<file path="src/rtl/alu_seq_datapath.sv">
// Multi-cycle ALU datapath: buffered operands, start/opcode command, single IDLE/EXEC/DONE FSM.
// Define ALU_MUL_EN to build the iterative shift-add multiplier for opcode 111.
module alu_seq_datapath #(
  parameter int ALU_SIZE   = 8,
  parameter int MUL_CYCLES = ALU_SIZE
) (
  input  logic                clk,
  input  logic                reset_n,
  input  logic [ALU_SIZE-1:0] alu_data_a,
  input  logic [ALU_SIZE-1:0] alu_data_b,
  input  logic                store_a,
  input  logic                store_b,
  input  logic [2:0]          opcode_value,
  input  logic                start,
  output logic                busy,
  output logic                alu_done,
  output logic [ALU_SIZE-1:0] result,
  output logic                overflow,
  output logic                op_error
);

  typedef enum logic [1:0] {S_IDLE, S_EXEC, S_DONE} state_e;
  typedef enum logic [2:0] {
    OP_ADD = 3'b000, OP_SUB = 3'b001, OP_PAR = 3'b010, OP_CMP = 3'b011,
    OP_AND = 3'b100, OP_OR  = 3'b101, OP_XOR = 3'b110, OP_MUL = 3'b111
  } op_e;

  localparam int CNT_W = (MUL_CYCLES > 1) ? $clog2(MUL_CYCLES) : 1;
  localparam logic [CNT_W-1:0] CNT_LAST = CNT_W'(MUL_CYCLES - 1);

  state_e              state_q, state_d;
  op_e                 op_q, op_d;
  logic [ALU_SIZE-1:0] buf_a_q, buf_a_d, buf_b_q, buf_b_d;
  logic [ALU_SIZE-1:0] a_q, a_d, b_q, b_d;
  logic [ALU_SIZE-1:0] result_q, result_d;
  logic                overflow_q, overflow_d;
  logic                op_error_q, op_error_d;
  logic [CNT_W-1:0]    cnt_q, cnt_d;
  logic                is_mul;

  logic [ALU_SIZE-1:0] alu_res;
  logic                alu_ovf;
  logic                alu_err;

`ifdef ALU_MUL_EN
  // Accumulator: upper half gathers partial sums, lower half holds the unconsumed multiplier bits.
  logic [2*ALU_SIZE-1:0] prod_q, prod_d, mul_next;
  logic [ALU_SIZE:0]     mul_sum;

  always_comb begin
    mul_sum  = {1'b0, prod_q[2*ALU_SIZE-1:ALU_SIZE]} + (prod_q[0] ? {1'b0, a_q} : '0);
    mul_next = {mul_sum, prod_q[ALU_SIZE-1:1]};
  end

  assign is_mul = (op_q == OP_MUL);
`else
  assign is_mul = 1'b0;
`endif

  // Single-cycle operations; opcode 111 lands in default and flags op_error when no multiplier exists.
  always_comb begin
    // NOTE: every combinational output gets a default first, so no path can infer a latch.
    alu_res = '0;
    alu_ovf = 1'b0;
    alu_err = 1'b0;
    case (op_q)
      OP_ADD:  {alu_ovf, alu_res} = {1'b0, a_q} + {1'b0, b_q};
      OP_SUB:  {alu_ovf, alu_res} = {1'b0, a_q} - {1'b0, b_q};
      OP_PAR:  alu_res = ALU_SIZE'(^{a_q, b_q});
      OP_CMP:  alu_res = ALU_SIZE'({a_q < b_q, a_q == b_q, a_q > b_q});
      OP_AND:  alu_res = a_q & b_q;
      OP_OR:   alu_res = a_q | b_q;
      OP_XOR:  alu_res = a_q ^ b_q;
      default: alu_err = 1'b1;
    endcase
  end

  always_comb begin
    state_d    = state_q;
    op_d       = op_q;
    buf_a_d    = buf_a_q;
    buf_b_d    = buf_b_q;
    a_d        = a_q;
    b_d        = b_q;
    result_d   = result_q;
    overflow_d = overflow_q;
    op_error_d = op_error_q;
    cnt_d      = cnt_q;
`ifdef ALU_MUL_EN
    prod_d     = prod_q;
`endif
    case (state_q)
      S_IDLE: begin
        if (store_a) buf_a_d = alu_data_a;
        if (store_b) buf_b_d = alu_data_b;
        if (start && !store_a && !store_b) begin
          a_d     = buf_a_q;
          b_d     = buf_b_q;
          op_d    = op_e'(opcode_value);
          cnt_d   = '0;
`ifdef ALU_MUL_EN
          prod_d  = {{ALU_SIZE{1'b0}}, buf_b_q};
`endif
          state_d = S_EXEC;
        end
      end
      S_EXEC: begin
`ifdef ALU_MUL_EN
        prod_d = mul_next;
`endif
        if (is_mul && (cnt_q != CNT_LAST)) begin
          cnt_d = cnt_q + 1'b1;
        end else begin
          state_d = S_DONE;
`ifdef ALU_MUL_EN
          if (is_mul) begin
            result_d   = mul_next[ALU_SIZE-1:0];
            overflow_d = |mul_next[2*ALU_SIZE-1:ALU_SIZE];
            op_error_d = 1'b0;
          end else
`endif
          begin
            result_d   = alu_res;
            overflow_d = alu_ovf;
            op_error_d = alu_err;
          end
        end
      end
      S_DONE:  state_d = S_IDLE;
      default: state_d = S_IDLE;
    endcase
  end

  always_ff @(posedge clk or negedge reset_n) begin
    if (!reset_n) begin
      state_q    <= S_IDLE;
      op_q       <= OP_ADD;
      buf_a_q    <= '0;
      buf_b_q    <= '0;
      a_q        <= '0;
      b_q        <= '0;
      result_q   <= '0;
      overflow_q <= 1'b0;
      op_error_q <= 1'b0;
      cnt_q      <= '0;
`ifdef ALU_MUL_EN
      prod_q     <= '0;
`endif
    end else begin
      // NOTE: non-blocking so every flop captures values from before this edge.
      state_q    <= state_d;
      op_q       <= op_d;
      buf_a_q    <= buf_a_d;
      buf_b_q    <= buf_b_d;
      a_q        <= a_d;
      b_q        <= b_d;
      result_q   <= result_d;
      overflow_q <= overflow_d;
      op_error_q <= op_error_d;
      cnt_q      <= cnt_d;
`ifdef ALU_MUL_EN
      prod_q     <= prod_d;
`endif
    end
  end

  assign busy     = (state_q != S_IDLE);
  assign alu_done = (state_q == S_DONE);
  assign result   = result_q;
  assign overflow = overflow_q;
  assign op_error = op_error_q;

endmodule

</file>
<file path="config.mk">
export PLATFORM = sky130hd
export DESIGN_NAME = alu_seq_datapath
export DESIGN_NICKNAME = d
export VERILOG_FILES = /design/src/rtl/alu_seq_datapath.sv
export SDC_FILE = /design/constraint.sdc
export NUM_CORES = 1
export LEC_CHECK = 0
export CORE_ASPECT_RATIO = 1.25
export CORE_UTILIZATION = 27
export CTS_CLUSTER_DIAMETER = 150
export DETAILED_ROUTE_END_ITERATION = 8
export GPL_TIMING_DRIVEN = 0
export MAX_ROUTING_LAYER = met4
export SYNTH_ARGS = -nofsm -noshare
export SYNTH_HDL_FRONTEND = slang
export SYNTH_SLANG_ARGS = --single-unit
export TNS_END_PERCENT = 10
</file>
<file path="constraint.sdc">
create_clock -name clk -period 2.45 [get_ports clk]
set_input_delay 0.49 -clock clk [delete_from_list [all_inputs] [get_ports clk]]
set_output_delay 0.49 -clock clk [all_outputs]
set_load 0.01 [all_outputs]
</file>
==> impl_metrics.toml <==
[global_routing]
grt_usage_pct = 13.43
globalRoute.totalOverflow = 0
antenna_found_initial = 0
grt_pass1_wl_um = 12170
grt_max_degree = 32
grt_pass1_vias = 2494

[floorplanning]
start_util_pct = 27.66
core_mm2 = 0.01103
pin_count = 36
dieHeight_um = 120.8
die_w_um = 97.07
row_count = 43
die_area_mm2 = 0.01173

[sta]
period_share_pct = 96.17
rsz0062_at_grt = "true"
maxSlewViolCount = 0
fmax_mhz = 424.4
timing.final.ws_setup_ps = 93.88
setup_viol = 0
hold_viol = 0
min_period_ps = 2356
slew_headroom_pct = 39.50
tightest_slew_ps = 903.3
fin_skew_ps = 5.144
fin_hold_ws_ps = 123.9

[detailed_routing]
drt_first_pass_iters = 4
drt_iter0_drc = 93
wirelength_um = 7264
ant_nets = 0
via_per_inst = 4.845
vias = 2379
drt-wirelength-per-cell_um = 14.79
drc = 0

[synth]
synthCells = 310
syn_area_mm2 = 0.003050
synth_seq_cells = 47
ys_seq_area_share_pct = 38.56
synth-edff-count = 0
ys_types = 53
async_flop_share_pct = 100.0
syn_area_per_cell_um2 = 9.840
synth_nets = 360
ys_warn_count = 0
synth_top_flop_cell = "dfrtp_1"

[setup_path]
critPathArrivalTime_ps = 2590
r2r_setup_slack_ps = 90
cp-end-kind = "register"
rr_endpoint = "result[6]$_DFFE_PN0N_"
crit_slowest_cell = "dfrtp_1"
path_cells = "inv_2 > ha_4 > inv_1 > fa_2 > nor2b_1 > or3_1 > a21oi_2 > nor2_1 > o311ai_2 > a31o_1"
required_ps = 2680
worstRegToRegCells = 10
rr_startpoint = "a_q[0]$_DFFE_PN0P_"
start_kind = "register"
crit_fanout = 3
path_class = "reg -> reg"
max_stage_delay_ps = 400

[finish]
seqCellArea_mm2 = 0.001177
nets = 406
area_growth_pct = 24.73
antenna_cells = 0
final_common_cell = "dfrtp_1"
mostFrequentLayoutCells = "dfrtp_1, clkdlybuf4s50_1, inv_1, nand2_1"
final_cells = 491
drive_gt1_share_pct = 11.24
fill_cells = 1120
multi_input_area_mm2 = 0.001728

[run]
maxCapViolations = 0

[clock_network]
cts_root_buf = "clkbuf_16"
cts_buffers = 5
clkTransAtPathRegs_ps = 70
cts_sinks = 47
clock_path_buffers = 2
insertion_delay_ps = 290
htree_levels = 2
cts_tree = "yes"

[placement]
hpwl_um = 5871
pre_cts_slack_ps = -35.79
place_inst = 481
routabilityCongestion = 0.8396
port_buffers = 35

[power]
ir_drop_uv = 336.9
power.leakage_nw = 1.635
cellPowerDensity_mw_per_mm2 = 998.2

[worst_hold_path]
hp-class = "in -> async"

[outcome]
status = "finished, final reports clean"
logic make-up after synthesis:
group,Yosys count,share of synthesized area (%)
compound gates,82,18.33
flops,47,38.56
xor+xnor,20,5.742
simple gates,65,10.66
buf+inv,43,5.906
mux,27,9.639
fa+ha+maj,26,11.16
power by group:
group	switching (mW)	internal [mW]
combinational	1.01	0.922
clock	0.291	0.476
sequential	0.142	0.961
layout make-up:
type | count | share of cell area [%]
clock buffer | 5 | 3.288
clock inverter | 2 | 0.9865
sequential | 47 | 30.94
tap | 135 | 4.439
multi-input combinational | 220 | 45.41
buffer | 14 | 1.874
timing repair buffer | 39 | 10.19
inverter | 29 | 2.861
flip-flops by register name, indices dropped and copies added (netlist names):
name,count
op_q,3
buf_a_q,8
overflow,1
state_q,2
result,8
op_error,1
b_q,8
a_q,8
buf_b_q,8
cells in the mapped netlist, drive strengths merged (6+ instances only):
master | instances | area, um2
nand2 | 23 | 86.33
buf | 9 | 48.79
nor2 | 19 | 76.32
o22ai | 8 | 50.05
mux2i | 8 | 80.08
dfrtp | 47 | 1176
a22o | 6 | 52.55
mux2 | 19 | 214.0
inv | 29 | 108.9
o21ai | 23 | 115.1
ha | 24 | 300.3
a21oi | 15 | 82.58
xnor2 | 18 | 157.7
worst max-delay path: cells and delay by family, from the launching register on:
family / cells / cell delay [ps]
and+or+nand+nor: 3 / 590
DFF: 1 / 400
adders and majority gates: 2 / 520
AOI/OAI and AO/OA: 3 / 640
buffers and inverters: 2 / 140
what timing repair did:
action,4_1_cts,5_1_grt
setup buffers,0,3
hold buffers,0,0
gates resized for setup,3,7
setup endpoints to repair,3,4
pin swaps,1,6
through the flow:
| stage | setup TNS, ps | cell area, um2 | power [mW] | utilization (%) |
|---|---|---|---|---|
| 6_report | 0 | 3805 | 3.798 | 34.50 |
| 5_1_grt | -43.69 | 3805 | 4.082 | 34.50 |
| 3_5_place_dp | -35.79 | 3585 | 2.984 | 32.50 |
| 4_1_cts | 0 | 3756 | 3.777 | 34.06 |
| 3_3_place_gp | -19330 | 3570 | 2.972 | 32.37 |
| 2_1_floorplan | 0 | 3050 | 2.424 | - |
metal layers:
metal	vias up	global-route usage (%)	wire length, um
li1	1188	-	-
met1	1134	15.44	3135
met2	47	23.81	3777
met3	10	2.197	213
met4	0	4.384	137
met5	-	-	0
how the worst max path moves through the flow:
stage                             startpoint                endpoint  slack (ps)
after floorplan           a_q[0]$_DFFE_PN0P_   result[6]$_DFFE_PN0N_         240
after global placement               reset_n  buf_b_q[0]$_DFFE_PN0P_        -410
after detailed placement  a_q[0]$_DFFE_PN0P_   result[6]$_DFFE_PN0N_         -40
after CTS                 a_q[0]$_DFFE_PN0P_   result[6]$_DFFE_PN0N_           5
after global routing      a_q[0]$_DFFE_PN0P_   result[6]$_DFFE_PN0N_         -40
final                     a_q[0]$_DFFE_PN0P_   result[6]$_DFFE_PN0N_          90
(Power assumes the default switching activity.)
